### src/rtl/risc_pkg.sv
// Shared definitions for the VERI_RISC program loader: opcodes, memory
// geometry defaults and the loader state encoding.
package risc_pkg;

  localparam int RISC_AW = 5;
  localparam int RISC_DW = 8;

  localparam logic [2:0] HLT = 3'd0;
  localparam logic [2:0] SKZ = 3'd1;
  localparam logic [2:0] ADD = 3'd2;
  localparam logic [2:0] AND = 3'd3;
  localparam logic [2:0] XOR = 3'd4;
  localparam logic [2:0] LDA = 3'd5;
  localparam logic [2:0] STO = 3'd6;
  localparam logic [2:0] JMP = 3'd7;

  typedef enum logic [2:0] {
    ST_IDLE    = 3'd0,
    ST_LOAD    = 3'd1,
    ST_CPU_RST = 3'd2,
    ST_RUN     = 3'd3,
    ST_DONE    = 3'd4
  } loader_state_e;

endpackage

### src/rtl/risc_prog_loader.sv
// Streams a program image into the VERI_RISC memory, holds the CPU in reset
// while loading, then runs it and counts clocks until halt or a cycle limit.
module risc_prog_loader
  import risc_pkg::*;
#(
  parameter int AW         = RISC_AW,
  parameter int DW         = RISC_DW,
  parameter int CW         = 16,
  parameter int MAX_CYCLES = 1023
) (
  input  logic          clk,
  input  logic          rst,
  input  logic          start,
  input  logic [AW:0]   prog_len,
  input  logic          in_valid,
  input  logic [DW-1:0] in_data,
  output logic          in_ready,
  output logic [AW-1:0] mem_addr,
  output logic [DW-1:0] mem_data,
  output logic          mem_write,
  output logic          cpu_rst,
  input  logic          halt,
  output logic          busy,
  output logic          done,
  output logic          timeout,
  output logic [CW-1:0] cycle_count
);

  localparam logic [AW:0]   DEPTH     = {1'b1, {AW{1'b0}}};
  localparam logic [CW-1:0] CYCLE_MAX = CW'(MAX_CYCLES);

  loader_state_e state_q;
  logic [AW:0]   len_q;
  logic [AW-1:0] idx_q;
  logic [AW-1:0] mem_addr_q;
  logic [DW-1:0] mem_data_q;
  logic          mem_write_q;
  logic          cpu_rst_q;
  logic          busy_q;
  logic          done_q;
  logic          timeout_q;
  logic [CW-1:0] count_q;

  logic [AW:0]   len_d;
  logic [CW-1:0] count_d;
  logic          last_byte;

  // NOTE: every signal assigned in always_comb gets a default first, so no latch is inferred.
  always_comb begin
    len_d = prog_len;
    if (prog_len > DEPTH) len_d = DEPTH;
    count_d = count_q;
    if (count_q != '1) count_d = count_q + 1'b1;
  end

  assign last_byte = ({1'b0, idx_q} == (len_q - 1'b1));

  // NOTE: sequential state uses non-blocking assignments only, so every register sees pre-edge values.
  always_ff @(posedge clk) begin
    if (rst) begin
      state_q     <= ST_IDLE;
      len_q       <= '0;
      idx_q       <= '0;
      mem_addr_q  <= '0;
      mem_data_q  <= '0;
      mem_write_q <= 1'b0;
      cpu_rst_q   <= 1'b1;
      busy_q      <= 1'b0;
      done_q      <= 1'b0;
      timeout_q   <= 1'b0;
      count_q     <= '0;
    end else begin
      mem_write_q <= 1'b0;
      case (state_q)
        ST_IDLE, ST_DONE: begin
          if (start) begin
            len_q     <= len_d;
            idx_q     <= '0;
            count_q   <= '0;
            done_q    <= 1'b0;
            timeout_q <= 1'b0;
            busy_q    <= 1'b1;
            cpu_rst_q <= 1'b1;
            state_q   <= (len_d != '0) ? ST_LOAD : ST_CPU_RST;
          end
        end
        ST_LOAD: begin
          if (in_valid) begin
            mem_write_q <= 1'b1;
            mem_addr_q  <= idx_q;
            mem_data_q  <= in_data;
            idx_q       <= idx_q + 1'b1;
            if (last_byte) state_q <= ST_CPU_RST;
          end
        end
        ST_CPU_RST: begin
          // The CPU samples its reset on this edge; it runs from the next one.
          cpu_rst_q <= 1'b0;
          state_q   <= ST_RUN;
        end
        ST_RUN: begin
          if (halt || (count_q == CYCLE_MAX)) begin
            state_q   <= ST_DONE;
            done_q    <= 1'b1;
            timeout_q <= !halt;
            busy_q    <= 1'b0;
            cpu_rst_q <= 1'b1;
          end else begin
            count_q <= count_d;
          end
        end
        default: state_q <= ST_IDLE;
      endcase
    end
  end

  assign in_ready    = (state_q == ST_LOAD);
  assign mem_addr    = mem_addr_q;
  assign mem_data    = mem_data_q;
  assign mem_write   = mem_write_q;
  assign cpu_rst     = cpu_rst_q;
  assign busy        = busy_q;
  assign done        = done_q;
  assign timeout     = timeout_q;
  assign cycle_count = count_q;

endmodule

### config.mk
export PLATFORM = sky130hd
export DESIGN_NAME = risc_prog_loader
export DESIGN_NICKNAME = d
export VERILOG_FILES = /design/src/rtl/risc_pkg.sv /design/src/rtl/risc_prog_loader.sv
export SDC_FILE = /design/constraint.sdc
export NUM_CORES = 1
export LEC_CHECK = 0
export ABC_AREA = 1
export CAP_MARGIN = 20
export CORE_MARGIN = 5
export CORE_UTILIZATION = 51
export CTS_CLUSTER_DIAMETER = 30
export DETAILED_ROUTE_END_ITERATION = 8
export PLACE_DENSITY = 0.9
export SLEW_MARGIN = 20
export SYNTH_ARGS = -nofsm -noshare
export SYNTH_HDL_FRONTEND = slang
export SYNTH_SLANG_ARGS = --single-unit
### constraint.sdc
create_clock -name clk -period 2 [get_ports clk]
set_input_delay 0.2 -clock clk [delete_from_list [all_inputs] [get_ports clk]]
set_output_delay 0.2 -clock clk [all_outputs]
set_load 0.02 [all_outputs]
## Word level (Yosys, flattened, before mapping)

Cells that the tools add are included.

- Flip-flop bits (word level): 48
- Output and inout bits: 35
- Bits of input ports: 19
- Logic and storage cells: 69

- Add/sub/neg operators: 3
- Bitwise gates (word level): 1
- Order comparisons: 1
- Reductions and logical operators: 16
- Equality and inequality tests: 13
- Mux-type cells: 24

Operator list:

| operator | count |
|---|---|
| 16-bit two-way mux | 3 |
| 16-bit case mux with 2 select lines | 1 |
| 16-bit by 1-bit adder with 16-bit output (second input constant) | 1 |
| 16-bit by 10-bit == test with 1-bit output (second input constant) | 1 |
| 16-bit != test (second input constant) | 1 |
| 3-bit two-way mux | 4 |
| 3-bit case mux with 4 select lines | 1 |
| 5-bit two-way mux | 2 |
| 2-bit != test (second input constant) | 5 |
| 5-bit case mux with 2 select lines | 1 |
| 3-bit AND reduction | 3 |
| 4-bit AND reduction | 2 |
| 3-bit by 2-bit == test with 1-bit output (second input constant) | 2 |
| 5-bit by 6-bit == test with 1-bit output | 1 |
| 6-bit > comparator (second input constant) | 1 |
| 1-bit two-way mux | 6 |
| 6-bit two-way mux | 1 |
| 1-bit case mux with 2 select lines | 3 |
| 6-bit nonzero test | 1 |
| 6-bit by 1-bit subtractor with 6-bit output (second input constant) | 1 |
| 5-bit by 1-bit adder with 5-bit output (second input constant) | 1 |
| 2-bit AND reduction | 2 |
| 2-bit nonzero test | 2 |
| 2-bit OR reduction | 2 |
| 10 further kinds | 10 |

## Logic depth before layout (Yosys ltp)

Gate-level depths: netlist of the first run.

- Depth after elaboration: 6
- Depth in mapped cells: 14
- Gate-level depth less buffers: 14

## Least setup slack after synthesis of the first run

No wires, ideal clock.

- Kind: register -> register
- Start point: reg count_q[0], in the netlist cycle_count[0]
- End point: reg count_q[5], in the netlist cycle_count[5]
- Buffers on the path: 1
- Library setup time: 0.132 ns
- Clock period less this slack: 1.836 ns
- Data required time: 1.868 ns
- Cell stages (with the launch flop): 10
- Data arrival time: 1.704 ns
- Slack: 0.164 ns
- Cell sequence: dfxtp_1 ha_1 nand3_1 nor3_4 nand3_1 nand3_4 nand2_4 buf_6 nand2_1 a21oi_1

- Cells in the longest elaborated chain, start to end: 4
- Elaborated cells on any way between the ends: 10
- Classes of those cells: add/sub: 1; eq/ne: 4; mux: 3; reduce/logical: 2

RTL lines:

| what | RTL line | RTL |
|---|---|---|
| start: declaration | risc_prog_loader.sv:42 | `logic [CW-1:0] count_q;` |
| start signal: assignment | risc_prog_loader.sv:109 | `count_q <= count_d;` |
| 16-bit by 1-bit adder with 16-bit output or 16-bit by 10-bit == test with 1-bit output (tied branches) | risc_prog_loader.sv:53, risc_prog_loader.sv:102 |  |
| 16-bit two-way mux or 1-bit logical OR (tied branches) | risc_prog_loader.sv:53, risc_prog_loader.sv:102 |  |
| 16-bit two-way mux or 2-bit != test (tied branches) | -- |  |
| 16-bit case mux with 2 select lines or 4-bit AND reduction (tied branches) | -- |  |

Several ways; a longest one is shown, not always the timed one. The select of a mux whose other input is x is not followed.
A chain may end at the register's enable or synchronous reset.

## Worst setup path after layout of the first run

- Start point: reg state_q[0]
- End point: out in_ready

- Cells in the longest elaborated chain, start to end: 1

RTL lines:

| what | RTL line | RTL |
|---|---|---|
| start: declaration | risc_prog_loader.sv:32 | `loader_state_e state_q;` |
| start signal: assignment | risc_prog_loader.sv:84 | `state_q <= (len_d != '0) ? ST_LOAD : ST_CPU_RST;` |
| 3-bit by 1-bit == test with 1-bit output | risc_prog_loader.sv:117 | `assign in_ready = (state_q == ST_LOAD);` |
| end: declaration | risc_prog_loader.sv:17 | `output logic in_ready,` |

Every way passes these cells.

==> impl_metrics.toml, run 1 <==
[floorplan]
initial_core_util_pct = 52.9
die-area_sq_mm = 0.00648
dieHeight_microns = 80.5
rows = 25
core_area_sq_mm = 0.00479
io_pins = 54
die_w_microns = 80.5

[synth]
synth_top_area_share_pct = 37.9
ys_warn_count = 0
ys_ff_latch = 48
ys.flop_type = "dfxtp_1"
syn_avg_cell_area_sq_um = 6.77
ys_async_sr_fraction_pct = 0
synth_cell_types = 32
yosysTopAreaCell = "dfxtp_1"
netlist_area_sq_mm = 0.00253
synth-seq-area-share_pct = 37.9
ys_top_cells_by_area = "dfxtp_1 (38%), nand2_1 (12%), nor2_1 (9.9%), nand3_1 (8.5%), a21oi_1 (5.3%)"
synth_edf_count = 0
synth_nets = 396
synthCells = 374

[setup_path]
cp_top_family = "buffers and inverters"
critPathMaxFanout = 5
end_kind = "primary output"
rrSetupSlack_ns = 0.21
critical_path_class = "register to primary output"
cp.arrival_ns = 1.70
rr_worst_depth = 8
worstReg2RegEnd = "cycle_count[13]$_SDFFE_PP0P_"
startpoint_type = "register"
rr_startpoint = "cycle_count[1]$_SDFFE_PP0P_"
cp.required_ns = 1.80
crit_start = "state_q[0]$_SDFFE_PP0P_"
cp.depth = 3
path_buf_inv = 2
path_cells = "inv_1 > nor3_4 > clkdlybuf4s50_1"
crit_slowest_cell = "clkdlybuf4s50_1"
cpPeakStageDelay_ns = 0.67
cp-endpoint = "in_ready"

[timing]
holdWs_ns = 0.468
setup_violations = 0
fin_ws_ns = 0.0969
rsz0062_at_grt = "false"
fin_crit_ns = 1.90
fmax_mhz = 525
skew_ns = 0.00728
drv_slew = 0
max_slew_margin_pct = 71.3
worst_pin_slew_ns = 0.431
period_share_pct = 95.2
tns_ns = 0
finalHoldViolations = 0

[drt]
drt-initial-drc-count = 221
wl_microns = 6450
vias = 2626
post-route-drc-count = 0
via_per_inst = 5.24
wl_per_cell_microns = 12.9
antenna_left = 0
firstDrtPassIters = 5

[hold_path]
hp-class = "register to register"

[global_route]
grt_usage_pct = 21.4
grt_max_degree = 27
gr-total-overflow = 0
grt_pass1_wl_microns = 11000
antenna_found_initial = 0
grt_pass1_vias = 2553

[placement]
port_buffers = 53
gp_congestion = 0.915
place_hpwl_microns = 4830
preCtsSetupSlack_ns = 0.134
dp_cells = 491

[clocking]
ctsHoldBuffers = 0
cts_sinks = 48
clk_latency_ns = 0.30
clockBufferDepth = 2
numCtsBuffers = 5
root_buffer = "clkbuf_8"
cts_tree = "yes"
htree_levels = 2
clk_pin_slew_worst_paths_ns = 0.09

[power]
intPower_uw = 1980
peakVddDrop_uv = 640
pwr-share-comb_pct = 37.6
p_leak_uw = 0.00124
p_sw_uw = 1130
p_per_area_mw_per_mm2 = 945
total_power_uw = 3110
netSwitchingFraction_pct = 36.3
clockPowerShare_pct = 24.0
seq_power_share_pct = 38.4

[finish]
diodes = 0
seqCellArea_sq_um = 962
final_cell_count_no_fill = 501
fill_cells = 392
drive_above_1_share_pct = 7.83
final_nets = 455
multi_input_area_sq_mm = 0.00138
syn_to_final_growth_pct = 30.0

[job]
drv_cap = 0

[outcome]
status = "completed"
[area by class of cell]
| class | count | area share [%] |
|---|---|---|
| Tap cell | 67 | 2.55 |
| Clock inverter | 1 | 0.912 |
| Sequential cell | 48 | 29.2 |
| Multi-Input combinational cell | 280 | 42.0 |
| Inverter | 35 | 3.99 |
| Clock buffer | 7 | 2.93 |
| Timing Repair Buffer | 63 | 18.4 |
[sequential cells by signal (all words and copies together), names as in the netlist, 3 cells and up]
signal and flops:
mem_addr 5, cycle_count 16, state_q 3, len_q 6, mem_data 8, idx_q 5
[synthesized netlist by cell type (all sizes together) (2+ instances only)]
cell type  number
a21oi          28
buf             5
clkbuf          6
dfxtp          48
ha              3
inv            35
nand2          86
nand3          45
nand4           3
nor2           69
nor3            9
nor3b           2
o21ai          16
o32ai           3
xnor2           3
xor2            8
[routing by layer]
layer | vias to the layer above | routed length (microns) | global-route usage, %
li1 | 1335 | - | -
met1 | 1188 | 2760 | 25.1
met2 | 94 | 3090 | 37.5
met3 | 9 | 507 | 5.94
met4 | 0 | 97 | 7.09
met5 | - | 0 | 0
[stage by stage]
step           instance area, sq um  utilization (%)
3_3_place_gp                   3150             65.8
5_1_grt                        3290             68.8
3_5_place_dp                   3150             65.8
2_1_floorplan                  2530                -
4_1_cts                        3270             68.4
6_report                       3290             68.8
[power by group through the flow]
| stage | sequential, uW | combinational, uW | clock (uW) |
|---|---|---|---|
| floorplan | 1310 | 651 | 0 |
| global placement | 1210 | 1130 | 0 |
| detailed placement | 1210 | 1160 | 0 |
| CTS | 1190 | 1170 | 765 |
| global route | 1210 | 1310 | 810 |
| finish | 1200 | 1170 | 747 |
[cell families after synthesis]
family | Yosys count | synth area share, %
buffers and inverters | 46 | 7.56
AOI/OAI and AO/OA | 51 | 11.0
xor gates and xnor gates | 11 | 3.80
and+or+nand+nor | 215 | 38.2
DFF | 48 | 37.9
adders and majority gates | 3 | 1.48
[what timing repair did]
item | 4_1_cts | 5_1_grt
buffers inserted | 0 | 2
resized for setup | 0 | 2
setup endpoints to repair | 0 | 19
[worst min path at each step]
| stage | endpoint | start | slack [ns] | cells after the start |
|---|---|---|---|---|
| global route | mem_data[5]$_SDFFE_PP0P_ | in_data[5] | 0.48 | 3 |
| floorplan | mem_data[0]$_SDFFE_PP0P_ | in_data[0] | 0.33 | 2 |
| global placement | timeout$_SDFFE_PP0P_ | timeout$_SDFFE_PP0P_ | 0.45 | 2 |
| finish | timeout$_SDFFE_PP0P_ | timeout$_SDFFE_PP0P_ | 0.47 | 2 |
| detailed placement | timeout$_SDFFE_PP0P_ | timeout$_SDFFE_PP0P_ | 0.47 | 2 |
| CTS | mem_data[7]$_SDFFE_PP0P_ | in_data[7] | 0.48 | 3 |
[layout by cell type (no fill, tap or decap), types with 2 or more instances in the layout]
cell type	Yosys	routed
nor3_1	6	6
xnor2_1	3	3
nand3_1	43	43
clkbuf_8	0	7
o32ai_1	3	3
nand2_1	84	84
nand4_1	2	2
nor2_4	2	2
ha_1	3	2
a21oi_1	27	27
nor2_1	67	67
nor3b_1	2	2
o21ai_0	16	16
clkdlybuf4s50_1	0	53
dfxtp_1	48	47
buf_4	0	10
inv_1	32	32
xor2_1	8	8
inv_2	3	3
nor3_4	2	2
[worst register-to-register path, cell delays in order (launching register included)]
cell     delay, ns
dfxtp_2       0.37
ha_2          0.23
nand3_1       0.13
nor3_4        0.21
nand4_2       0.18
nand3_4       0.17
buf_4         0.18
nand3_1       0.08
a21oi_1       0.17
No activity file was read; power rests on OpenSTA's default activity.
==> run 2, diff against run 1 <==
- PLACE_DENSITY: 0.9 -> 0.8
==> impl_metrics.toml, run 2 (synthesis results as in run 1) <==
[drt]
vias = 2566
wl_microns = 6470
firstDrtPassIters = 4
via_per_inst = 5.10
antenna_left = 0
drt-initial-drc-count = 233
wl_per_cell_microns = 12.9
post-route-drc-count = 0

[clocking]
htree_levels = 2
cts_tree = "yes"
post-cts-setup-buffer-count = 0
clockBufferDepth = 2
clk_latency_ns = 0.31
cts-resized-gates = 0
root_buffer = "clkbuf_8"
cts_sinks = 48
ctsHoldBuffers = 0
clk_pin_slew_worst_paths_ns = 0.10
numCtsBuffers = 5

[floorplan]
die-area_sq_mm = 0.00648
dieHeight_microns = 80.5
rows = 25
die_w_microns = 80.5
io_pins = 54
initial_core_util_pct = 52.9
core_area_sq_mm = 0.00479

[power]
p_leak_uw = 0.00124
pwr-share-comb_pct = 39.2
seq_power_share_pct = 40.2
p_sw_uw = 1180
intPower_uw = 1790
peakVddDrop_uv = 764
p_per_area_mw_per_mm2 = 908
netSwitchingFraction_pct = 39.7
clockPowerShare_pct = 20.7

[hold_path]
hp-class = "input pin to register"
min_path_cells = 3
min_to = "mem_data[3]$_SDFFE_PP0P_"
min_from = "in_data[3]"

[global_route]
grt_max_degree = 27
gr-total-overflow = 0
grt_usage_pct = 21.5
grt_pass1_wl_microns = 11100
antenna_found_initial = 0
grt_pass1_vias = 2448

[finish]
fill_cells = 421
final_cell_count_no_fill = 503
layout_commonest_cell = "nand2_1"
final_nets = 457
drive_above_1_share_pct = 7.80
diodes = 0
syn_to_final_growth_pct = 29.1
layout_common_cells = "nand2_1 (84), nor2_1 (67), clkdlybuf4s50_1 (53), dfxtp_1 (48), nand3_1 (43)"
largest_reg_flops = 16

[setup_path]
cp_top_family = "buffers and inverters"
worstReg2RegEnd = "cycle_count[13]$_SDFFE_PP0P_"
path_cells = "inv_1 > nor3_4 > clkdlybuf4s50_1"
end_kind = "primary output"
critPathMaxFanout = 5
path_buf_inv = 2
rrSetupSlack_ns = 0.19
critical_path_class = "register to primary output"
rr_startpoint = "cycle_count[1]$_SDFFE_PP0P_"
cp.arrival_ns = 1.71
cp.required_ns = 1.80
cp.depth = 3
crit_slowest_cell = "clkdlybuf4s50_1"
rr_worst_depth = 8
cpPeakStageDelay_ns = 0.68
startpoint_type = "register"

[placement]
place_hpwl_microns = 4970
gp_congestion = 0.932
port_buffers = 53
dp_cells = 495

[timing]
fin_crit_ns = 1.91
rsz0062_at_grt = "false"
max_slew_margin_pct = 72.9
skew_ns = 0.00754
tns_ns = 0
worst_pin_slew_ns = 0.404
holdWs_ns = 0.462
drv_slew = 0
period_share_pct = 95.7
fmax_mhz = 522
setup_violations = 0
finalHoldViolations = 0

[job]
drv_cap = 0

[outcome]
status = "completed"
run 2: changes by cell type in the layout (fill, tap and decap cells not counted):
cell	previous run	this run
buf_4	10	12
ha_1	2	3
dfxtp_1	47	48
clkbuf_8	7	5
dfxtp_2	1	0
inv_6	0	2
bufinv_16	1	0
clkinvlp_4	0	1
ha_2	1	0
run 2: area by class of cell:
cell class / count / area [sq um] / area share (%)
Clock buffer: 5 / 68.8 / 2.10
Clock inverter: 3 / 25.0 / 0.765
Inverter: 35 / 131 / 4.02
Multi-Input combinational cell: 280 / 1380 / 42.2
Sequential cell: 48 / 961 / 29.4
Tap cell: 67 / 83.8 / 2.56
Timing Repair Buffer: 65 / 621 / 19.0
run 2: how the worst max path moves through the flow:
stage | startpoint | to | slack [ns]
final | state_q[0]$_SDFFE_PP0P_ | in_ready | 0.09
after global routing | cycle_count[1]$_SDFFE_PP0P_ | state_q[0]$_SDFFE_PP0P_ | 0.006
after CTS | state_q[0]$_SDFFE_PP0P_ | in_ready | 0.07
after detailed placement | cycle_count[1]$_SDFFE_PP0P_ | cycle_count[13]$_SDFFE_PP0P_ | 0.19
after global placement | cycle_count[1]$_SDFFE_PP0P_ | cycle_count[3]$_SDFFE_PP0P_ | 0.23
after floorplan | cycle_count[0]$_SDFFE_PP0P_ | cycle_count[5]$_SDFFE_PP0P_ | 0.16
run 2: layer usage:
layer	part of all wire, %	global-route usage [%]
met1	43	25.8
met2	48	36.8
met3	7.8	6.28
met4	1.2	6.42
met5	0	0
run 2: tightest hold or removal path: stages:
cell,delay (ns)
clkdlybuf4s50_1,0.40
nor2_1,0.10
nor2_1,0.05
run 2: per-stage QoR:
stage / cell area [sq um] / setup slack (ns) / total power [uW] / utilization [%]
after floorplan: 2530 / 0.164 / 1960 / -
after detailed placement: 3180 / 0.195 / 2380 / 66.4
after CTS: 3270 / 0.0721 / 3000 / 68.4
after global placement: 3180 / 0.227 / 2350 / 66.4
after global routing: 3270 / 0.00567 / 3190 / 68.4
final: 3270 / 0.0856 / 2970 / 68.4
run 2: power by group through the flow:
stage	Sequential [uW]	Clock, uW	Combinational, uW
6_report	1190	614	1160
5_1_grt	1210	679	1310
4_1_cts	1190	633	1170
3_5_place_dp	1210	0	1170
3_3_place_gp	1210	0	1140
2_1_floorplan	1310	0	651
